==> config.mk <==
export PLATFORM = sky130hd
export DESIGN_NAME = dmem_arbiter
export DESIGN_NICKNAME = d
export VERILOG_FILES = /design/src/rtl/dmem_arb_pkg.sv /design/src/rtl/dmem_arbiter_rr_arb2.sv /design/src/rtl/dmem_arbiter.sv
export SDC_FILE = /design/constraint.sdc
export NUM_CORES = 1
export LEC_CHECK = 0
export BUFFER_PORTS_ARGS = -buffer_cell sky130_fd_sc_hd__buf_2
export CAP_MARGIN = 10
export CORE_AREA = 2 2 120 122
export CTS_BUF_LIST = sky130_fd_sc_hd__clkbuf_16
export CTS_CLUSTER_DIAMETER = 30
export DETAILED_ROUTE_END_ITERATION = 16
export DIE_AREA = 0 0 122 124
export PLACE_DENSITY = 0.47
export SYNTH_ARGS = -nofsm -noshare
export SYNTH_HDL_FRONTEND = slang
export SYNTH_SLANG_ARGS = --single-unit
==> constraint.sdc <==
create_clock -name clk -period 2.1 [get_ports clk]
set_clock_uncertainty 0.2 [all_clocks]
set_input_delay 0.21 -clock clk [delete_from_list [all_inputs] [get_ports clk]]
set_output_delay 0.21 -clock clk [all_outputs]
set_load 0.03 [all_outputs]
==> src/rtl/dmem_arb_pkg.sv <==
// Shared types for the DMEM arbiter: FSM state, port identifiers and the
// pending-response tag.
package dmem_arb_pkg;

   typedef enum logic {
      ARB  = 1'b0,
      LOCK = 1'b1
   } arb_state_t;

   typedef enum logic {
      M0 = 1'b0,
      M1 = 1'b1
   } port_id_t;

   // One outstanding response at most: the memory has one-cycle read latency
   typedef struct packed {
      logic     valid;
      port_id_t port;
      logic     is_read;
   } rsp_tag_t;

endpackage

==> src/rtl/dmem_arbiter_rr_arb2.sv <==
// Two-way request picker. A lone requester always wins; on a conflict the
// port that was not granted last wins. Driving last with a constant M1 turns
// this into fixed m0-first priority, which is how the top builds it when
// round-robin is not configured.
module rr_arb2
   import dmem_arb_pkg::*;
(
   input  logic     valid0,
   input  logic     valid1,
   input  port_id_t last,
   output logic     gnt0,
   output logic     gnt1
);

   // Resolve the grant from the two requests and the last winner
   always_comb begin
      gnt0 = 1'b0;
      gnt1 = 1'b0;
      if (valid0 && valid1) begin
         if (last == M1) gnt0 = 1'b1;
         else            gnt1 = 1'b1;
      end else begin
         gnt0 = valid0;
         gnt1 = valid1;
      end
   end

endmodule

==> src/rtl/dmem_arbiter.sv <==
// Shares the single-port DMEM between the core load/store port (m0) and the
// loader/debug master (m1). One access per cycle, one-cycle response routed
// back to the issuing port, and a bounded exclusive lock for m1.
// Build option: DMEM_ARB_RR_EN selects round-robin conflict resolution;
// without it m0 always wins conflicts and no pointer register exists.
module dmem_arbiter
   import dmem_arb_pkg::*;
#(
   parameter int ADDR_W   = 32,
   parameter int DATA_W   = 32,
   parameter int MAX_LOCK = 16
) (
   input  logic                clk,
   input  logic                rst_n,
   input  logic                m0_req_valid,
   output logic                m0_req_ready,
   input  logic [ADDR_W-1:0]   m0_addr,
   input  logic [DATA_W/8-1:0] m0_we,
   input  logic [DATA_W-1:0]   m0_wdata,
   output logic                m0_rsp_valid,
   output logic [DATA_W-1:0]   m0_rdata,
   input  logic                m1_req_valid,
   output logic                m1_req_ready,
   input  logic [ADDR_W-1:0]   m1_addr,
   input  logic [DATA_W/8-1:0] m1_we,
   input  logic [DATA_W-1:0]   m1_wdata,
   output logic                m1_rsp_valid,
   output logic [DATA_W-1:0]   m1_rdata,
   input  logic                m1_lock,
   output logic                mem_en,
   output logic [DATA_W/8-1:0] mem_we,
   output logic [ADDR_W-1:0]   mem_addr,
   output logic [DATA_W-1:0]   mem_wdata,
   input  logic [DATA_W-1:0]   mem_rdata
);

   localparam int CNT_W = (MAX_LOCK > 1) ? $clog2(MAX_LOCK) : 1;
   localparam logic [CNT_W-1:0] CNT_LAST = CNT_W'(MAX_LOCK - 1);

   arb_state_t       state;
   logic [CNT_W-1:0] lock_cnt;
   logic             force_m0;    // first ARB cycle after a forced break
   logic             lock_block;  // lock refused until m1_lock drops once
   port_id_t         last;
   rsp_tag_t         tag;
   logic             pick0, pick1;
   logic             gnt0, gnt1;

   rr_arb2 u_pick (
      .valid0 (m0_req_valid),
      .valid1 (m1_req_valid),
      .last   (last),
      .gnt0   (pick0),
      .gnt1   (pick1)
   );

   // Final grant: lock ownership and forced-break priority override the picker
   always_comb begin
      gnt0 = 1'b0;
      gnt1 = 1'b0;
      if (state == LOCK) begin
         gnt1 = m1_req_valid;
      end else if (force_m0 && m0_req_valid) begin
         gnt0 = 1'b1;
      end else begin
         gnt0 = pick0;
         gnt1 = pick1;
      end
   end

   assign m0_req_ready = gnt0;
   assign m1_req_ready = gnt1;

   // Steer the winner onto the memory port; idle cycles drive zeros
   always_comb begin
      mem_en    = gnt0 | gnt1;
      mem_we    = '0;
      mem_addr  = '0;
      mem_wdata = '0;
      if (gnt0) begin
         mem_we    = m0_we;
         mem_addr  = m0_addr;
         mem_wdata = m0_wdata;
      end else if (gnt1) begin
         mem_we    = m1_we;
         mem_addr  = m1_addr;
         mem_wdata = m1_wdata;
      end
   end

`ifdef DMEM_ARB_RR_EN
   // Remember the last granted port; reset value makes m0 win the first conflict
   always_ff @(posedge clk or negedge rst_n) begin
      if (!rst_n)    last <= M1;
      else if (gnt0) last <= M0;
      else if (gnt1) last <= M1;
   end
`else
   assign last = M1;
`endif

   // Lock FSM: entry on a locked m1 grant, exit on release or hold-time limit
   always_ff @(posedge clk or negedge rst_n) begin
      if (!rst_n) begin
         state      <= ARB;
         lock_cnt   <= '0;
         force_m0   <= 1'b0;
         lock_block <= 1'b0;
      end else begin
         case (state)
            ARB: begin
               force_m0 <= 1'b0;
               lock_cnt <= '0;
               if (gnt1 && m1_lock && !lock_block) state <= LOCK;
            end
            LOCK: begin
               if (lock_cnt == CNT_LAST) begin
                  state    <= ARB;
                  lock_cnt <= '0;
                  force_m0 <= 1'b1;
               end else if (!m1_lock) begin
                  state    <= ARB;
                  lock_cnt <= '0;
               end else begin
                  lock_cnt <= lock_cnt + 1'b1;
               end
            end
            default: state <= ARB;
         endcase
         if (!m1_lock)
            lock_block <= 1'b0;
         else if (state == LOCK && lock_cnt == CNT_LAST)
            lock_block <= 1'b1;
      end
   end

   // Record who issued this cycle's access so the response goes back to it
   always_ff @(posedge clk or negedge rst_n) begin
      if (!rst_n) begin
         tag <= '0;
      end else begin
         tag.valid   <= gnt0 | gnt1;
         tag.port    <= gnt1 ? M1 : M0;
         tag.is_read <= gnt0 ? (m0_we == '0) : (m1_we == '0);
      end
   end

   assign m0_rsp_valid = tag.valid && (tag.port == M0);
   assign m1_rsp_valid = tag.valid && (tag.port == M1);
   assign m0_rdata     = (m0_rsp_valid && tag.is_read) ? mem_rdata : '0;
   assign m1_rdata     = (m1_rsp_valid && tag.is_read) ? mem_rdata : '0;

endmodule

==> results of run 1 <==
==> logic make-up after synthesis <==
kind of cell | after synthesis
xor gates and xnor gates | 2
buffers and inverters | 31
adders and majority gates | 1
DFF | 9
AOI/OAI and AO/OA | 3
and+or+nand+nor | 289
==> where the power goes <==
| group | switching, W | internal, W | leakage, nW | total [W] |
|---|---|---|---|---|
| combinational | 0.000671 | 0.000342 | 2.23 | 0.00101 |
| clock | 0.0000841 | 0.000249 | 0.0423 | 0.000333 |
| sequential | 0.00000525 | 0.000182 | 0.119 | 0.000187 |
==> through the flow <==
stage | setup slack, ns | cell area [µm²] | util (%) | instances | TNS [ns]
floorplan | 0.421 | 1790 | - | 335 | 0
global placement | 0.268 | 3510 | 25.6 | 803 | 0
detailed placement | 0.272 | 3510 | 25.6 | 803 | 0
CTS | 0.0244 | 3600 | 26.3 | 808 | 0
global route | -0.0416 | 3600 | 26.3 | 808 | -0.114
finish | 0.0548 | 3610 | 26.3 | 809 | 0
==> sequential cells by signal, summed over array words and instances (netlist names) <==
register and count:
lock_cnt 4, tag 3, lock_block 1, state 1
==> worst max-delay path: cells and delay by family (launching register included) <==
family | cells | cell delay [ns]
flip-flops | 1 | 0.39
buffers and inverters | 3 | 0.50
AND/OR/NAND/NOR | 3 | 0.47
==> routing by layer <==
metal | wire [µm] | vias to the layer above | track usage [%]
met5 | 13 | - | 0
met2 | 5590 | 181 | 24.9
met3 | 924 | 4 | 1.79
met1 | 3980 | 1369 | 13.9
met4 | 28 | 2 | 0.862
li1 | - | 1646 | -
==> layout make-up <==
cell class / count / area, µm² / area share [%]
clock buffer: 3 / 75.1 / 2.08
timing repair buffer: 318 / 1650 / 45.9
inverter: 2 / 10.0 / 0.278
sequential: 9 / 225 / 6.25
antenna: 1 / 2.50 / 0.0694
multi-input combinational: 295 / 1410 / 39.1
tap: 180 / 225 / 6.25
clock inverter: 1 / 3.75 / 0.104
==> repair_timing <==
item	CTS	global route
setup endpoints to repair	0	4
endpoints found under the hold margin	9	0
hold buffers	1	0
==> synthesized netlist by cell type, types with 2 or more instances <==
| cell type | count |
|---|---|
| sky130_fd_sc_hd__nand2_1 | 139 |
| sky130_fd_sc_hd__nand3_1 | 71 |
| sky130_fd_sc_hd__and2_1 | 66 |
| sky130_fd_sc_hd__buf_2 | 13 |
| sky130_fd_sc_hd__clkbuf_1 | 13 |
| sky130_fd_sc_hd__dfrtp_1 | 9 |
| sky130_fd_sc_hd__nor2_1 | 6 |
| sky130_fd_sc_hd__buf_6 | 3 |
| sky130_fd_sc_hd__nand2b_1 | 2 |
| sky130_fd_sc_hd__o21ai_0 | 2 |
==> how the worst max path moves through the flow <==
stage / startpoint / endpoint / cells after the start
after detailed placement: state$_DFF_PN0_ / mem_addr[0] / 6
final: state$_DFF_PN0_ / mem_addr[0] / 6
after global routing: state$_DFF_PN0_ / mem_addr[0] / 6
after floorplan: state$_DFF_PN0_ / mem_wdata[22] / 6
after global placement: state$_DFF_PN0_ / mem_addr[0] / 6
after CTS: state$_DFF_PN0_ / mem_addr[0] / 6
==> flow_metrics.env, run 1 <==
export IMPL_outcome="finished, final reports clean"
export IMPL_holdCritStartpoint="m1_lock"
export IMPL_cts_buffers=3
export IMPL_critical_path_max_stage_delay_ns=0.39
export IMPL_p_leak_nw=2.40
export IMPL_final_max_slew_viol_count=0
export IMPL_synthesis_area_mm2=0.00179
export IMPL_synth_top_cell_by_area="sky130_fd_sc_hd__nand2_1"
export IMPL_synth_mux_area_fraction_pct=0
export IMPL_setup_violations=0
export IMPL_final_cell_mix="sky130_fd_sc_hd__buf_2 (309), sky130_fd_sc_hd__nand2_1 (139), sky130_fd_sc_hd__nand3_1 (71)"
export IMPL_postRouteWirelength_mm=10.5
export IMPL_clock_insertion_delay_worst_skew_ns=0.23
export IMPL_post_synth_top_area_fraction_pct=29.1
export IMPL_fp_coreArea_mm2=0.0137
export IMPL_grt_antenna_before_repair=2
export IMPL_area_growth_syn_to_layout_pct=101
export IMPL_holdCritPathClass="input port to flip-flop"
export IMPL_finalHoldViolations=0
export IMPL_dpl_hpwl_mm=9.02
export IMPL_grt_start_max_net_pins=48
export IMPL_synth_simple_gate_area_share_pct=76.1
export IMPL_via_density_per_instance=3.96
export IMPL_timing_critical_path_cells="nand2b_2, inv_4, buf_12, nand2_1, nand2_1, buf_2"
export IMPL_cts_htree_levels=1
export IMPL_timing_fmax_ghz=0.489
export IMPL_worst_hold_slack_ns=0.0429
export IMPL_synth_enable_flop_cells=0
export IMPL_gp_congestion=0.764
export IMPL_maxSlewHeadroom_pct=73.0
export IMPL_cellPowerDensity_mw_per_mm2=425
export IMPL_tritoncts="yes"
export IMPL_grt_first_pass_wirelength_mm=14.7
export IMPL_finalPower_w=0.00153
export IMPL_boundaryPins=310
export IMPL_rr_endpoint="tag[1]$_DFF_PN0_"
export IMPL_die_height_um=124
export IMPL_timing_critical_path_arrival_ns=1.64
export IMPL_largest_family_of_logic_cells_by_synthesized_area="simple AND/OR/NAND/NOR gates"
export IMPL_unrepaired_setup_endpoints_after_global_routing="true"
export IMPL_hold_depth=3
export IMPL_cts_root_to_sink_buffers=2
export IMPL_synth_avg_cell_area_um2=5.34
export IMPL_fin_crit_ns=2.05
export IMPL_drive_above_1_share_pct=51.3
export IMPL_dr_first_iter_drc_count=131
export IMPL_post_cts_resize_count=0
export IMPL_post_synth_xor_xnor_area_pct=0.978
export IMPL_ys_flop_type="sky130_fd_sc_hd__dfrtp_1"
export IMPL_synth_seq_cells=9
export IMPL_postRouteAntennaNets=0
export IMPL_vdd_ir_drop_worst_mv=0.297
export IMPL_fillerInstances=1608
export IMPL_cts_num_sinks=9
export IMPL_routed_via_count=3202
export IMPL_share_of_synthesized_area_occupied_by_flip_flops_and_latches_pct=12.6
export IMPL_grt_overflow_total=0
export IMPL_crit_reg2reg_launch="state$_DFF_PN0_"
export IMPL_synth_compound_gate_area_share_pct=0.839
export IMPL_period_share_pct=97.4
export IMPL_netlist_instances=335
export IMPL_max_cap_violations=0
export IMPL_design_die_area_mm2=0.0151
export IMPL_slew_at_the_pin_with_the_worst_max_slew_slack_ns=0.406
export IMPL_worstSetupEndpointType="primary output"
export IMPL_worstHoldEndpoint="lock_block$_DFFE_PN0P_"
export IMPL_groute_usage_overall_pct=12.3
export IMPL_initial_core_util_pct=13.1
export IMPL_r2r_cells=3
export IMPL_drcViolationCount=0
export IMPL_nNetsFinal=803
export IMPL_post_drt_wl_per_cell_um=13.0
export IMPL_critPathKind="flip-flop to primary output"
export IMPL_via_count_of_the_first_global_routing_pass=2886
export IMPL_critPathLaunchType="flip-flop"
export IMPL_critical_path_top_cell_by_count="sky130_fd_sc_hd__nand2_1"
export IMPL_async_reset_ff_share_pct=100
export IMPL_buffers_inserted_during_post_cts_setup_optimization=0
export IMPL_clkSlewWorstSetupHoldPaths_ns=0.04
export IMPL_buffer_ports_inserted=309
export IMPL_detail_route_first_pass_iterations=5
export IMPL_crit_fanout=47
export IMPL_yosysWarnings=0
export IMPL_placement_rows=43
export IMPL_synthAdderAreaFrac_pct=0.699
export IMPL_critPathRequiredTime_ns=1.69
export IMPL_die_w_um=122
export IMPL_ff2ff_setup_slack_ns=0.75
export IMPL_clk_root_buffer_cell="sky130_fd_sc_hd__clkbuf_16"
export IMPL_synth_top_cells_by_area="sky130_fd_sc_hd__nand2_1 (29%), sky130_fd_sc_hd__and2_1 (23%), sky130_fd_sc_hd__nand3_1 (20%)"
export IMPL_syn_num_nets=509
export IMPL_commonest_non_fill_non_tap_cell_in_the_layout="sky130_fd_sc_hd__buf_2"
export IMPL_slowest_stage="sky130_fd_sc_hd__dfrtp_1"
export IMPL_synth_distinct_cells=21
Note: power is estimated with default switching activity, not from simulation.
==> run 2: changes to the inputs <==
SETUP_SLACK_MARGIN = 0.5   (was not set)
==> run 2 against run 1 <==
Sequential share of layout area fell by 2.2 points. Count of clock-buffer cells in the layout unchanged. Die area unchanged. Worst setup slack better by 0.21 ns. Via count increased by 12%. Worst hold slack better by 0.018 ns. Wire length rose by 42%. Register-to-register slack worse by 0.02 ns. Sequential cell count unchanged. Cell count grew 4.0%. Critical endpoint is now m1_req_ready.
==> flow_metrics.env, run 2 (same netlist as run 1, synthesis figures left out) <==
export IMPL_outcome="finished, final reports clean"
export IMPL_clk_root_buffer_cell="sky130_fd_sc_hd__clkbuf_16"
export IMPL_post_drt_wl_per_cell_um=17.8
export IMPL_finalHoldViolations=0
export IMPL_die_height_um=124
export IMPL_fin_util_pct=40.4
export IMPL_unrepaired_setup_endpoints_after_global_routing="true"
export IMPL_worstSetupEndpointType="primary output"
export IMPL_critPathRequiredTime_ns=1.69
export IMPL_via_count_of_the_first_global_routing_pass=3394
export IMPL_final_cell_mix="sky130_fd_sc_hd__buf_2 (172), sky130_fd_sc_hd__buf_6 (140), sky130_fd_sc_hd__nand2_1 (68)"
export IMPL_timing_critical_path_arrival_ns=1.42
export IMPL_clock_insertion_delay_worst_skew_ns=0.24
export IMPL_max_cap_violations=0
export IMPL_hold_depth=3
export IMPL_nNetsFinal=832
export IMPL_fin_crit_ns=1.83
export IMPL_maxSlewHeadroom_pct=73.2
export IMPL_grt_antenna_before_repair=5
export IMPL_grt_first_pass_wirelength_mm=19.0
export IMPL_tritoncts="yes"
export IMPL_vdd_ir_drop_worst_mv=0.203
export IMPL_initial_core_util_pct=13.1
export IMPL_setup_tns_ns=0
export IMPL_worst_hold_slack_ns=0.0605
export IMPL_registers_top_by_ff_count="lock_cnt"
export IMPL_cts_htree_levels=1
export IMPL_timing_fmax_ghz=0.545
export IMPL_critPathKind="flip-flop to primary output"
export IMPL_design_die_area_mm2=0.0151
export IMPL_cts_root_to_sink_buffers=2
export IMPL_postRouteAntennaNets=0
export IMPL_area_growth_syn_to_layout_pct=210
export IMPL_dr_first_iter_drc_count=125
export IMPL_clkSlewWorstSetupHoldPaths_ns=0.04
export IMPL_biggestRegsByFlops="lock_cnt x4, tag x3"
export IMPL_cellPowerDensity_mw_per_mm2=390
export IMPL_drive_above_1_share_pct=76.3
export IMPL_cts_num_sinks=9
export IMPL_groute_usage_overall_pct=16.6
export IMPL_boundaryPins=310
export IMPL_met1_length_mm=5.24
export IMPL_crit_fanout=8
export IMPL_routed_wl_met2_mm=8.18
export IMPL_met3_wirelength_mm=1.13
export IMPL_route_top_layer_used="met5"
export IMPL_setup_violations=0
export IMPL_p_leak_nw=3.01
export IMPL_die_w_um=122
export IMPL_dpl_hpwl_mm=9.54
export IMPL_buffer_ports_inserted=309
export IMPL_cts_buffers=3
export IMPL_final_max_slew_viol_count=0
export IMPL_postRouteWirelength_mm=15.0
export IMPL_detail_route_first_pass_iterations=4
export IMPL_via_density_per_instance=4.25
export IMPL_grt_start_max_net_pins=43
export IMPL_critPathLaunchType="flip-flop"
export IMPL_holdCritPathClass="input port to flip-flop"
export IMPL_slew_at_the_pin_with_the_worst_max_slew_slack_ns=0.402
export IMPL_largest_register_ffs=4
export IMPL_placement_rows=43
export IMPL_period_share_pct=87.3
export IMPL_fp_coreArea_mm2=0.0137
export IMPL_gp_congestion=0.767
export IMPL_routed_via_count=3577
export IMPL_r2r_cells=4
export IMPL_commonest_non_fill_non_tap_cell_in_the_layout="sky130_fd_sc_hd__buf_2"
export IMPL_drcViolationCount=0
export IMPL_grt_overflow_total=0
run 2: changes by cell type in the layout (fill, tap and decap cells not counted), sizes merged:
cell and delta:
diode +3, clkbuf +6, buf +23
run 2: critical path, stage by stage, from the launching register on:
cell and delay, ns:
sky130_fd_sc_hd__dfrtp_1 0.37, sky130_fd_sc_hd__nand2b_4 0.18, sky130_fd_sc_hd__buf_12 0.17, sky130_fd_sc_hd__clkbuf_16 0.17, sky130_fd_sc_hd__and2_4 0.16, sky130_fd_sc_hd__buf_6 0.13
run 2: final timing paths:
kind,start,end,slack (ns)
worst max-delay path,state$_DFF_PN0_,m1_req_ready,0.27
worst min-delay path,m1_lock,lock_block$_DFFE_PN0P_,0.06
worst max register to register,state$_DFF_PN0_,tag[1]$_DFF_PN0_,0.73
worst min register to register,lock_cnt[0]$_DFF_PN0_,lock_cnt[0]$_DFF_PN0_,0.26
max in group asynchronous,rst_n,tag[1]$_DFF_PN0_,1.31
min in group asynchronous,rst_n,tag[1]$_DFF_PN0_,0.17
run 2: cell type report:
cell class,count,area [µm²]
Inverter,2,15.0
Timing Repair Buffer,347,3130
Clock buffer,3,75.1
Tap cell,180,225
Antenna cell,4,10.0
Clock inverter,1,3.75
Fill cell,1398,8170
Sequential cell,9,226
Multi-Input combinational cell,295,1870
run 2: per-layer routing:
metal	vias to the layer above	GRT usage, %
met3	24	3.48
li1	1723	-
met5	-	0
met4	2	3.81
met2	201	33.2
met1	1627	17.5
run 2: power breakdown:
part           total [W]  leakage, nW  switching, W  internal, W
Sequential      0.000189        0.117    0.00000692     0.000182
Combinational    0.00163         2.85      0.000861     0.000771
Clock           0.000340       0.0423     0.0000908     0.000250
run 2: what timing repair did:
action                                  CTS  global route
endpoints found under the setup margin  135           137
pin swaps                                15            83
hold buffers                              1             0
gates cloned                             11             6
setup buffers                             8             3
endpoints found under the hold margin     9             0
resized for setup                       343           111
run 2: metrics by stage:
stage	area (µm²)	total power [W]	cells	setup slack [ns]
finish	5550	0.00216	841	0.267
global route	5540	0.00227	840	0.199
CTS	5020	0.00203	828	0.265
detailed placement	3560	0.00123	804	0.289
global placement	3560	0.00123	804	0.285
floorplan	1840	0.000826	335	0.533
==> run 3: changes to the inputs <==
CORE_AREA = 2 2 121 123   (was 2 2 120 122)
DIE_AREA = 0 0 123 125   (was 0 0 122 124)
PLACE_DENSITY = 0.45   (was 0.47)
SYNTH_HIERARCHICAL = 1   (was not set)
==> run 3 against run 2 <==
The run now ends with setup timing left. Non-clock buffer count grew 1. Wire length shrank 25%. Critical path depth grew 1. Sequential cell count grew 1. Sequential share of layout area grew 0.88 points. Synthesized cell count shrank 40%. Worst setup slack lost 0.31 ns. Combinational power shrank 9%.
==> flow_metrics.env, run 3 <==
export IMPL_period_share_pct=102
export IMPL_drcViolationCount=0
export IMPL_critPathRequiredTime_ns=1.69
export IMPL_post_synth_top_area_fraction_pct=37.4
export IMPL_die_w_um=123
export IMPL_biggestRegsByFlops="lock_cnt x4, tag x3"
export IMPL_boundaryPins=310
export IMPL_gp_congestion=0.806
export IMPL_critical_path_max_stage_delay_ns=0.43
export IMPL_design_die_area_mm2=0.0154
export IMPL_initial_core_util_pct=11.2
export IMPL_groute_usage_overall_pct=11.7
export IMPL_fin_crit_ns=2.14
export IMPL_area_growth_syn_to_layout_pct=219
export IMPL_grt_first_pass_wirelength_mm=14.6
export IMPL_timing_critical_path_arrival_ns=1.73
export IMPL_post_drt_wl_per_cell_um=15.7
export IMPL_cts_root_to_sink_buffers=2
export IMPL_synth_enable_flop_cells=0
export IMPL_synth_distinct_cells=27
export IMPL_synth_top_cell_by_area="sky130_fd_sc_hd__a22o_1"
export IMPL_commonest_non_fill_non_tap_cell_in_the_layout="sky130_fd_sc_hd__buf_2"
export IMPL_crit_fanout=13
export IMPL_clock_insertion_delay_worst_skew_ns=0.24
export IMPL_clk_root_buffer_cell="sky130_fd_sc_hd__clkbuf_16"
export IMPL_netlist_instances=200
export IMPL_tritoncts="yes"
export IMPL_fp_coreArea_mm2=0.0142
export IMPL_dr_first_iter_drc_count=33
export IMPL_registers_top_by_ff_count="lock_cnt"
export IMPL_yosysWarnings=6
export IMPL_postLayoutSetupSlackWorst_ns=-0.0406
export IMPL_grt_antenna_before_repair=2
export IMPL_final_cells=718
export IMPL_cts_buffers=3
export IMPL_synth_most_common_cell="sky130_fd_sc_hd__a22o_1"
export IMPL_buffer_ports_inserted=309
export IMPL_timing_critical_path_cells="nand2_1, o41ai_4, buf_12, buf_4, a22o_4, buf_2"
export IMPL_final_cell_mix="sky130_fd_sc_hd__buf_2 (177), sky130_fd_sc_hd__buf_6 (111), sky130_fd_sc_hd__and2_4 (66)"
export IMPL_via_density_per_instance=4.15
export IMPL_detail_route_first_pass_iterations=4
export IMPL_critPathKind="flip-flop to primary output"
export IMPL_clkSlewWorstSetupHoldPaths_ns=0.04
export IMPL_worstSetupEndpointType="primary output"
export IMPL_cts_htree_levels=1
export IMPL_timing_fmax_ghz=0.467
export IMPL_cts_num_sinks=10
export IMPL_p_leak_nw=2.73
export IMPL_share_of_synthesized_area_occupied_by_flip_flops_and_latches_pct=15.7
export IMPL_async_reset_ff_share_pct=100
export IMPL_drive_above_1_share_pct=93.0
export IMPL_cellPowerDensity_mw_per_mm2=401
export IMPL_outcome="finished, violations left"
export IMPL_via_count_of_the_first_global_routing_pass=2917
export IMPL_slowest_stage="sky130_fd_sc_hd__dfrtp_2"
export IMPL_placedCellCount=690
export IMPL_synth_avg_cell_area_um2=7.96
export IMPL_hold_depth=3
export IMPL_holdCritPathClass="input port to flip-flop"
export IMPL_placement_rows=44
export IMPL_dpl_hpwl_mm=8.16
export IMPL_die_height_um=125
export IMPL_postRouteWirelength_mm=11.2
export IMPL_synth_seq_cells=10
export IMPL_grt_start_max_net_pins=55
export IMPL_postRouteAntennaNets=0
export IMPL_nNetsFinal=707
export IMPL_setup_violations=59
export IMPL_grt_overflow_total=0
export IMPL_unrepaired_setup_endpoints_after_global_routing="true"
export IMPL_vdd_ir_drop_worst_mv=0.241
export IMPL_setup_tns_ns=-1.44
export IMPL_synth_top_cells_by_area="sky130_fd_sc_hd__a22o_1 (37%), sky130_fd_sc_hd__and2_1 (26%), sky130_fd_sc_hd__dfrtp_1 (16%)"
export IMPL_critPathLaunchType="flip-flop"
export IMPL_max_cap_violations=0
export IMPL_r2r_cells=4
export IMPL_violated_checks="setup timing"
export IMPL_final_max_slew_viol_count=0
export IMPL_finalHoldViolations=0
export IMPL_ys_flop_type="sky130_fd_sc_hd__dfrtp_1"
export IMPL_largest_register_ffs=4
export IMPL_routed_via_count=2982
export IMPL_finalPower_w=0.00203
export IMPL_fillerInstances=1398
export IMPL_synth_commonest_cells="sky130_fd_sc_hd__a22o_1 (68), sky130_fd_sc_hd__and2_1 (66), sky130_fd_sc_hd__clkbuf_1 (12)"
export IMPL_synthesis_area_mm2=0.00159
## run 3: kinds of logic (layout without fill, tap and decap cells)
logic type,Yosys count,after routing,synth area share (%)
buf+inv,24,355,7.31
mux,1,1,0.707
simple gates,85,85,32.2
flops,10,10,15.7
compound gates,76,76,42.0
other cells,1,4,0.236
xor+xnor,2,2,1.10
fa+ha+maj,1,1,0.786
## run 3: timing repair
action | 4_1_cts | 5_1_grt
endpoints found under the hold margin | 10 | 0
gates resized for setup | 191 | 194
cloned | 3 | 5
buffers inserted | 7 | 6
setup endpoints to repair | 136 | 136
hold buffers | 1 | 0
pin swaps | 34 | 31
## run 3: final timing paths
kind                                        from               endpoint  slack [ns]
min reg2reg                lock_cnt[0]$_DFF_PN0_  lock_cnt[0]$_DFF_PN0_        0.26
max in group asynchronous                  rst_n        state$_DFF_PN0_        1.33
max                              state$_DFF_PN0_          mem_wdata[11]       -0.04
min                                      m1_lock        state$_DFF_PN0_        0.06
min in group asynchronous                  rst_n   force_m0$_DFFE_PN0P_        0.16
max reg2reg                      state$_DFF_PN0_       tag[0]$_DFF_PN0_        0.35
## run 3: layout make-up
class	instances	area (µm²)	area share [%]
clock buffers	3	75.1	1.48
diodes	2	5.00	0.0987
inverters	3	11.3	0.222
well taps	184	230	4.54
clock inverters	1	3.75	0.0740
flip-flops and latches	10	251	4.96
multi-input cells	167	1720	33.9
repair buffers	348	2780	54.8
## run 3: stage by stage
stage	area (µm²)	setup WS (ns)	hold slack (ns)	utilization [%]
final	5070	-0.0406	0.0619	35.7
after global routing	5060	-0.0938	0.0768	35.7
after CTS	4470	-0.158	0.0609	31.5
after detailed placement	3680	0.0110	-0.118	25.9
after global placement	3680	0.0286	-0.115	25.9
after floorplan	1860	0.294	-0.286	-
## run 3: worst max-delay path, delay by kind of cell (launching register included)
kind            cells  cell delay [ns]
flops               1             0.43
compound gates      2             0.35
buf+inv             3             0.49
simple gates        1             0.21
## run 3: metal layers
metal	vias to the layer above	global-route usage [%]	wire, µm
met3	10	3.33	1200
li1	1409	-	-
met4	0	1.67	151
met1	1368	11.4	3800
met2	195	24.1	6100
met5	-	0	0
## run 3: power breakdown
part / switching [W] / internal [W] / total (W) / leakage [nW]
clock network: 0.0000917 / 0.000250 / 0.000342 / 0.0385
logic: 0.000752 / 0.000724 / 0.00148 / 2.55
registers: 0.0000122 / 0.000204 / 0.000216 / 0.132
total: 0.000856 / 0.00118 / 0.00203 / 2.73
